<file path="config.mk">
export PLATFORM = sky130hd
export DESIGN_NAME = instr_queue_mw_flat
export DESIGN_NICKNAME = d
export VERILOG_FILES = /design/src/rtl/instr_queue_mw_if.sv /design/src/rtl/instr_queue_mw.sv /design/src/flat_wrapper.sv
export SDC_FILE = /design/constraint.sdc
export NUM_CORES = 2
export LEC_CHECK = 0
export ABC_AREA = 1
export BUFFER_PORTS_ARGS = -buffer_cell sky130_fd_sc_hd__buf_2
export CORE_ASPECT_RATIO = 0.7
export CORE_MARGIN = 4
export CORE_UTILIZATION = 40
export DETAILED_ROUTE_END_ITERATION = 12
export HOLD_SLACK_MARGIN = 0.03
export PLACE_DENSITY_LB_ADDON = 0.1
export SLEW_MARGIN = 30
export SYNTH_ARGS = -nofsm -noshare
export SYNTH_HDL_FRONTEND = slang
export SYNTH_SLANG_ARGS = --single-unit
</file>
<file path="constraint.sdc">
create_clock -name clk -period 4.8 [get_ports clk]
set_clock_uncertainty 0.05 [all_clocks]
set_input_delay 0.48 -clock clk [delete_from_list [all_inputs] [get_ports clk]]
set_output_delay 0.48 -clock clk [all_outputs]
set_load 0.02 [all_outputs]
</file>
<file path="src/rtl/instr_queue_mw_if.sv">
`default_nettype none
// ----------------------------------------------------------------------------
// instr_queue_mw_if : fetch/decode-side bundle of the multi-width instr queue
// Rev 1.0
// ----------------------------------------------------------------------------
interface instr_queue_mw_if #(
  parameter int DEPTH   = 16,
  parameter int FETCH_W = 2,
  parameter int ISSUE_W = 2,
  parameter int EXP_W   = 3
);
  localparam int CW   = $clog2(DEPTH) + 1;
  localparam int RC_W = $clog2(ISSUE_W + 1);

  logic                       flush;
  logic                       flush_keep_slot;
  logic                       branch_last;
  logic [FETCH_W-1:0]         write_en;
  logic [32*FETCH_W-1:0]      write_data;
  logic [32*FETCH_W-1:0]      write_addr;
  logic [EXP_W*FETCH_W-1:0]   write_exp;
  logic [RC_W-1:0]            read_count;
  logic [ISSUE_W-1:0]         out_valid;
  logic [32*ISSUE_W-1:0]      out_data;
  logic [32*ISSUE_W-1:0]      out_addr;
  logic [EXP_W*ISSUE_W-1:0]   out_exp;
  logic                       out_delay_slot;
  logic [CW-1:0]              count;
  logic                       empty;
  logic                       full;
  logic [63:0]                retired;

  modport master (
    output flush, flush_keep_slot, branch_last, write_en, write_data,
           write_addr, write_exp, read_count,
    input  out_valid, out_data, out_addr, out_exp, out_delay_slot,
           count, empty, full, retired
  );

  modport slave (
    input  flush, flush_keep_slot, branch_last, write_en, write_data,
           write_addr, write_exp, read_count,
    output out_valid, out_data, out_addr, out_exp, out_delay_slot,
           count, empty, full, retired
  );
endinterface
`default_nettype wire

</file>
<file path="src/rtl/instr_queue_mw.sv">
`default_nettype none
// ----------------------------------------------------------------------------
// instr_queue_mw : multi-width fetch->decode instruction queue with delay-slot
//                  capture on branch flush and a retired-instruction counter
// Rev 1.0
// ----------------------------------------------------------------------------
module instr_queue_mw #(
  parameter int DEPTH   = 16,
  parameter int FETCH_W = 2,
  parameter int ISSUE_W = 2,
  parameter int EXP_W   = 3
) (
  input  logic             clk,
  input  logic             rst,
  instr_queue_mw_if.slave  bus
);
  localparam int PW   = $clog2(DEPTH);
  localparam int CW   = PW + 1;
  localparam int RC_W = $clog2(ISSUE_W + 1);
  localparam int NW_W = $clog2(FETCH_W + 1);

  typedef enum logic [1:0] {
    ST_NORMAL    = 2'd0,
    ST_SLOT_WAIT = 2'd1,
    ST_SLOT_HELD = 2'd2
  } state_e;

  state_e             state_q, state_d;
  logic [31:0]        mem_data_q [DEPTH];
  logic [31:0]        mem_addr_q [DEPTH];
  logic [EXP_W-1:0]   mem_exp_q  [DEPTH];
  logic [PW-1:0]      rp_q, rp_d, wp_q, wp_d;
  logic [CW-1:0]      count_q, count_d;
  logic               flag_q, flag_d;
  logic [63:0]        retired_q, retired_d;
  logic [31:0]        slot_data_q, slot_addr_q;
  logic [EXP_W-1:0]   slot_exp_q;
  logic               slot_we, slot_from_write;

  logic [NW_W-1:0]    w_nw, w_nq;
  logic [FETCH_W:0]   w_we_ext;
  logic               w_thermo, w_full, w_accept, w_shift;
  logic [RC_W-1:0]    w_nvalid, w_nr;
  logic [PW-1:0]      w_rp1;
  logic [PW-1:0]      w_rd_idx [ISSUE_W];
  logic [PW-1:0]      w_wr_idx [FETCH_W];
  logic [FETCH_W-1:0] w_lane_we;
  logic [31:0]        w_slot_data, w_slot_addr;
  logic [EXP_W-1:0]   w_slot_exp;

  always_comb begin
    w_nw = '0;
    for (int i = 0; i < FETCH_W; i++) w_nw = w_nw + NW_W'(bus.write_en[i]);
  end

  // x & (x+1) == 0 holds exactly for 0..01..1 patterns
  assign w_we_ext = {1'b0, bus.write_en};
  assign w_thermo = ((w_we_ext + {{FETCH_W{1'b0}}, 1'b1}) & w_we_ext) == '0;
  assign w_full   = (CW'(DEPTH) - count_q) < CW'(FETCH_W);
  assign w_accept = w_thermo & ~w_full & ~bus.flush;
  assign w_shift  = (state_q == ST_SLOT_WAIT) & w_accept & bus.write_en[0];
  assign w_nq     = w_accept ? (w_nw - NW_W'(w_shift)) : '0;
  assign w_rp1    = rp_q + PW'(1);

  always_comb begin
    w_nvalid = '0;
    case (state_q)
      ST_NORMAL:    w_nvalid = (count_q >= CW'(ISSUE_W)) ? RC_W'(ISSUE_W) : RC_W'(count_q);
      ST_SLOT_HELD: w_nvalid = RC_W'(1);
      default:      w_nvalid = '0;
    endcase
  end

  assign w_nr = (bus.read_count < w_nvalid) ? bus.read_count : w_nvalid;

  generate
    for (genvar g = 0; g < ISSUE_W; g++) begin : g_rd_idx
      assign w_rd_idx[g] = rp_q + PW'(g);
    end
    for (genvar g = 0; g < FETCH_W; g++) begin : g_wr_lane
      assign w_wr_idx[g]  = wp_q + PW'(g) - PW'(w_shift);
      // In SLOT_WAIT lane 0 goes to the slot register, not the queue
      assign w_lane_we[g] = (g == 0) ? (w_accept & bus.write_en[g] & ~w_shift)
                                     : (w_accept & bus.write_en[g]);
    end
  endgenerate

  always_ff @(posedge clk) begin
    for (int i = 0; i < FETCH_W; i++) begin
      if (w_lane_we[i]) begin
        mem_data_q[w_wr_idx[i]] <= bus.write_data[i*32 +: 32];
        mem_addr_q[w_wr_idx[i]] <= bus.write_addr[i*32 +: 32];
        mem_exp_q[w_wr_idx[i]]  <= bus.write_exp[i*EXP_W +: EXP_W];
      end
    end
  end

  assign w_slot_data = slot_from_write ? bus.write_data[31:0]   : mem_data_q[w_rp1];
  assign w_slot_addr = slot_from_write ? bus.write_addr[31:0]   : mem_addr_q[w_rp1];
  assign w_slot_exp  = slot_from_write ? bus.write_exp[EXP_W-1:0] : mem_exp_q[w_rp1];

  always_comb begin
    state_d         = state_q;
    rp_d            = rp_q;
    wp_d            = wp_q;
    count_d         = count_q;
    flag_d          = flag_q;
    retired_d       = retired_q;
    slot_we         = 1'b0;
    slot_from_write = 1'b0;
    if (bus.flush) begin
      rp_d    = '0;
      wp_d    = '0;
      count_d = '0;
      flag_d  = 1'b0;
      if (!bus.flush_keep_slot) begin
        state_d = ST_NORMAL;
      end else if (count_q >= CW'(2)) begin
        slot_we = 1'b1;
        state_d = ST_SLOT_HELD;
      end else if (bus.write_en[0]) begin
        slot_we         = 1'b1;
        slot_from_write = 1'b1;
        state_d         = ST_SLOT_HELD;
      end else begin
        state_d = ST_SLOT_WAIT;
      end
    end else begin
      wp_d = wp_q + PW'(w_nq);
      case (state_q)
        ST_NORMAL: begin
          rp_d      = rp_q + PW'(w_nr);
          count_d   = count_q + CW'(w_nq) - CW'(w_nr);
          retired_d = retired_q + 64'(w_nr);
          if (w_nr != '0) flag_d = bus.branch_last;
        end
        ST_SLOT_WAIT: begin
          count_d = count_q + CW'(w_nq);
          if (w_shift) begin
            slot_we         = 1'b1;
            slot_from_write = 1'b1;
            state_d         = ST_SLOT_HELD;
          end
        end
        ST_SLOT_HELD: begin
          count_d = count_q + CW'(w_nq);
          if (w_nr != '0) begin
            retired_d = retired_q + 64'(w_nr);
            flag_d    = bus.branch_last;
            state_d   = ST_NORMAL;
          end
        end
        default: state_d = ST_NORMAL;
      endcase
    end
  end

  always_ff @(posedge clk or posedge rst) begin
    if (rst) state_q <= ST_NORMAL;
    else     state_q <= state_d;
  end

  always_ff @(posedge clk or posedge rst) begin
    if (rst) begin
      rp_q        <= '0;
      wp_q        <= '0;
      count_q     <= '0;
      flag_q      <= 1'b0;
      retired_q   <= '0;
      slot_data_q <= '0;
      slot_addr_q <= '0;
      slot_exp_q  <= '0;
    end else begin
      rp_q      <= rp_d;
      wp_q      <= wp_d;
      count_q   <= count_d;
      flag_q    <= flag_d;
      retired_q <= retired_d;
      if (slot_we) begin
        slot_data_q <= w_slot_data;
        slot_addr_q <= w_slot_addr;
        slot_exp_q  <= w_slot_exp;
      end
    end
  end

  always_comb begin
    bus.out_valid = '0;
    bus.out_data  = '0;
    bus.out_addr  = '0;
    bus.out_exp   = '0;
    case (state_q)
      ST_NORMAL: begin
        for (int i = 0; i < ISSUE_W; i++) begin
          if (CW'(i) < count_q) begin
            bus.out_valid[i]                 = 1'b1;
            bus.out_data[i*32 +: 32]         = mem_data_q[w_rd_idx[i]];
            bus.out_addr[i*32 +: 32]         = mem_addr_q[w_rd_idx[i]];
            bus.out_exp[i*EXP_W +: EXP_W]    = mem_exp_q[w_rd_idx[i]];
          end
        end
      end
      ST_SLOT_HELD: begin
        bus.out_valid[0]          = 1'b1;
        bus.out_data[31:0]        = slot_data_q;
        bus.out_addr[31:0]        = slot_addr_q;
        bus.out_exp[EXP_W-1:0]    = slot_exp_q;
      end
      default: ;
    endcase
  end

  assign bus.out_delay_slot = (state_q == ST_SLOT_HELD) | ((state_q == ST_NORMAL) & flag_q);
  assign bus.count          = count_q;
  assign bus.empty          = (count_q == '0);
  assign bus.full           = w_full;
  assign bus.retired        = retired_q;
endmodule
`default_nettype wire

</file>
<file path="src/flat_wrapper.sv">
// flat-port wrapper written by rule: the top's interface ports become plain ports
module instr_queue_mw_flat 
#(
  parameter int DEPTH   = 16,
  parameter int FETCH_W = 2,
  parameter int ISSUE_W = 2,
  parameter int EXP_W   = 3
)
  (clk, rst, bus_flush, bus_flush_keep_slot, bus_branch_last, bus_write_en, bus_write_data, bus_write_addr, bus_write_exp, bus_read_count, bus_out_valid, bus_out_data, bus_out_addr, bus_out_exp, bus_out_delay_slot, bus_count, bus_empty, bus_full, bus_retired);
  instr_queue_mw_if #(.DEPTH(DEPTH), .FETCH_W(FETCH_W), .ISSUE_W(ISSUE_W), .EXP_W(EXP_W)) bus_i ();
  input  logic clk;
  input  logic rst;
  input wire logic [$bits(bus_i.flush)-1:0] bus_flush;
  input wire logic [$bits(bus_i.flush_keep_slot)-1:0] bus_flush_keep_slot;
  input wire logic [$bits(bus_i.branch_last)-1:0] bus_branch_last;
  input wire logic [$bits(bus_i.write_en)-1:0] bus_write_en;
  input wire logic [$bits(bus_i.write_data)-1:0] bus_write_data;
  input wire logic [$bits(bus_i.write_addr)-1:0] bus_write_addr;
  input wire logic [$bits(bus_i.write_exp)-1:0] bus_write_exp;
  input wire logic [$bits(bus_i.read_count)-1:0] bus_read_count;
  output wire logic [$bits(bus_i.out_valid)-1:0] bus_out_valid;
  output wire logic [$bits(bus_i.out_data)-1:0] bus_out_data;
  output wire logic [$bits(bus_i.out_addr)-1:0] bus_out_addr;
  output wire logic [$bits(bus_i.out_exp)-1:0] bus_out_exp;
  output wire logic [$bits(bus_i.out_delay_slot)-1:0] bus_out_delay_slot;
  output wire logic [$bits(bus_i.count)-1:0] bus_count;
  output wire logic [$bits(bus_i.empty)-1:0] bus_empty;
  output wire logic [$bits(bus_i.full)-1:0] bus_full;
  output wire logic [$bits(bus_i.retired)-1:0] bus_retired;
  assign bus_i.flush = bus_flush;
  assign bus_i.flush_keep_slot = bus_flush_keep_slot;
  assign bus_i.branch_last = bus_branch_last;
  assign bus_i.write_en = bus_write_en;
  assign bus_i.write_data = bus_write_data;
  assign bus_i.write_addr = bus_write_addr;
  assign bus_i.write_exp = bus_write_exp;
  assign bus_i.read_count = bus_read_count;
  assign bus_out_valid = bus_i.out_valid;
  assign bus_out_data = bus_i.out_data;
  assign bus_out_addr = bus_i.out_addr;
  assign bus_out_exp = bus_i.out_exp;
  assign bus_out_delay_slot = bus_i.out_delay_slot;
  assign bus_count = bus_i.count;
  assign bus_empty = bus_i.empty;
  assign bus_full = bus_i.full;
  assign bus_retired = bus_i.retired;
  instr_queue_mw #(.DEPTH(DEPTH), .FETCH_W(FETCH_W), .ISSUE_W(ISSUE_W), .EXP_W(EXP_W)) u_core (.clk(clk), .rst(rst), .bus(bus_i));
endmodule
</file>
==> results.toml <==
[layout]
areaGrowthSynthToFinish_pct = 13.2
final_common_cell = "nand2_1"
final_util_pct = 45.8
n_fill_cell = 19332
nets = 11038
final_cell_mix = "nand2_1, nand3_1, inv_1, edfxtp_1, a21oi_1"
final_area_um2 = 89000
drive_above_1_share_pct = 8.66

[floorplanning]
design.core.area_um2 = 194000
start_util_pct = 40.4
die_area_um2 = 204000
die_h_um = 379
io-pin-count = 351
dieWidth_um = 538
rows = 135

[synth]
postSynthNetCount = 11223
yosysWarnings = 0
seq_area_frac_synth_pct = 45.6
synthesis.area_um2 = 78600
synth_top_family_by_area = "simple AND/OR/NAND/NOR gates"
synthCells = 11050
yosys.area_share.simple_pct = 31.2
yosys.area.top_type = "edfxtp_1"
synth_cell_type_count = 32
synthAdderAreaFrac_pct = 0.525
avgSynthCellArea_um2 = 7.11
synth-compound-area-share_pct = 11.0
ys_ff_latch = 1219
synthXorXnorAreaFrac_pct = 0.667
synth.top_cell.area_share_pct = 40.9
synth_area_leaders = "edfxtp_1, nand2_1, nand3_1"
synthMuxAreaShare_pct = 0

[sta]
tns_ps = 0
worstMarginPinSlew_ps = 1120
layout_min_cycle_time_ps = 4560
setup_viol = 0
rsz0062_at_grt = "false"
slew_headroom_pct = 25.2
hold_viol_final = 0
fmax_mhz = 219
drv_slew = 0
fin_crit_sh_pct = 94.9

[placement]
gp_congestion = 0.915
place_area_um2 = 84000
dp_hpwl_um = 219000
portBuffers = 350

[worst_setup_path]
worstPathBufferInverterCount = 3
end_kind = "output port"
startpoint_type = "register"
path_delay_family = "compound AO/OA/AOI/OAI gates"
worstPathRequired_ps = 4270
path_cells = "buf_12, buf_4, a21oi_1, o21ai_0, o21ai_0, o21ai_0, o21ai_0, nand2_1, nand2_1, buf_2"
cp_slowest_stage_delay_ps = 700
crit_top_cell = "o21ai_0"
criticalPathCategory = "register to output port"
crit_fanout = 95
cp.arrival_ps = 4030
crit_path_top_delay_cell = "dfrtp_4"

[cts]
cts_root_buf = "clkbuf_16"
cts.htree.levels = 4
clk_pin_slew_ps = 60
post-cts-setup-buffers = 0
clock_sinks = 1219
tritoncts = "yes"
clockBufferDepth = 4
clock_latency_ps = 820
cts_buffers = 147

[global_routing]
grt_max_degree = 202
track_usage_pct = 34.4
gr-total-overflow = 0
grt_pass1_wl_um = 514000
grt_pass1_vias = 72217
antenna_found_initial = 56

[power]
power.leakage_nw = 40.6
ir_drop_v = 0.000341
power.density_nw_per_um2 = 482

[drt]
dr.first_iter.drc_count = 12912
route.detailed.drc = 0
drt_wl_total_um = 362000
vias = 79630
wl_per_cell_um = 26.6
antenna_left = 0
first_pass_iters = 8
vias_per_cell = 5.85

[min_path]
hold_class = "input port to register"

[status]
outcome = "finished, final reports clean"

[job]
cap_violations = 0
[cell type report]
type | count | area, um^2 | area share (%)
antenna | 34 | 85.1 | 0.0956
clock buffer | 196 | 4110 | 4.62
clock inverter | 60 | 534 | 0.600
inverter | 1181 | 4480 | 5.04
multi-input combinational | 7648 | 34700 | 39.0
sequential | 1219 | 35900 | 40.3
tap | 2603 | 3260 | 3.66
timing repair buffer | 668 | 5960 | 6.70
[synthesized netlist by cell type (all sizes together)]
cell type	number
nand2	3141
nand3	1931
inv	1181
edfxtp	1072
a21oi	927
nor2	743
o21ai	719
buf	515
clkbuf	487
dfrtp	147
xor2	49
o211ai	37
ha	25
nand4	16
nor3	16
a22o	12
xnor2	10
nand3b	8
fa	5
o22ai	3
nor4	2
or2	2
and2	1
and3	1
[worst reg2reg max path, stage by stage (launching register included)]
cell,delay (ps)
dfrtp_1,350
inv_1,70
ha_1,200
nand2_1,100
nor2_1,50
ha_1,280
nand2_1,50
a21oi_1,180
nand3_2,120
nand4_1,120
buf_4,120
ha_1,250
ha_1,180
inv_1,40
ha_1,170
xor2_1,160
xor2_1,290
nand2_1,170
nor2_1,300
nand2_8,210
nand2_8,400
buf_12,240
[flip-flops by register name, summed over array words and instances, names as in the netlist]
register            flops
u_core.slot_exp_q       3
u_core.wp_q             4
u_core.mem_addr_q     512
u_core.mem_data_q     512
u_core.flag_q           1
u_core.slot_data_q     32
u_core.bus.retired     64
u_core.slot_addr_q     32
u_core.mem_exp_q       48
u_core.bus.count        5
u_core.state_q          2
u_core.rp_q             4
[power by group]
group | internal (mW) | switching, mW
Combinational | 5.01 | 13.9
Sequential | 12.3 | 0.370
Clock | 6.53 | 4.84
[path summary, 6_finish.rpt]
path | startpoint | endpoint | slack, ps | depth (start not counted)
max | u_core.rp_q[0]$_DFFE_PP0P_ | bus_out_addr[12] | 240 | 10
min | bus_write_data[20] | u_core.mem_data_q[10][20]$_DFFE_PP_ | 70 | 3
max reg2reg | u_core.bus.count[1]$_DFFE_PP0P_ | u_core.mem_addr_q[1][9]$_DFFE_PP_ | 330 | 21
min reg2reg | u_core.slot_data_q[12]$_DFFE_PP0P_ | u_core.slot_data_q[12]$_DFFE_PP0P_ | 430 | 2
max in group asynchronous | rst | u_core.slot_addr_q[12]$_DFFE_PP0P_ | 3210 | 4
min in group asynchronous | rst | u_core.slot_data_q[13]$_DFFE_PP0P_ | 240 | 3
[kinds of logic (layout without fill, tap and decap cells)]
logic type      Yosys count  after routing
compound gates         1698           1698
xor+xnor                 59             59
fa+ha+maj                30             30
flops                  1219           1219
buf+inv                2183           2105
simple gates           5861           5861
other cells               0             34
[what timing repair did]
action	4_1_cts	5_1_grt
hold endpoints to repair	157	0
setup endpoints to repair	0	2
resized for setup	0	1
hold buffers	23	0
[stage by stage]
stage / power, mW / hold slack (ps) / cells / setup WS, ps
global placement: 31.2 / 411 / 13296 / 314
CTS: 42.6 / 30.1 / 13575 / 321
global route: 44.8 / 60.2 / 13598 / 32.9
floorplan: 23.7 / 399 / 11050 / 2.97
finish: 42.9 / 67.5 / 13609 / 244
detailed placement: 31.3 / 415 / 13296 / 355
[per-layer routing]
| layer | GRT usage, % | share of wire (%) |
|---|---|---|
| met1 | 48.0 | 40 |
| met2 | 51.1 | 43 |
| met3 | 6.06 | 12 |
| met4 | 17.2 | 5.4 |
| met5 | 0 | 0.0036 |
No activity file was read; power rests on OpenSTA's default activity.
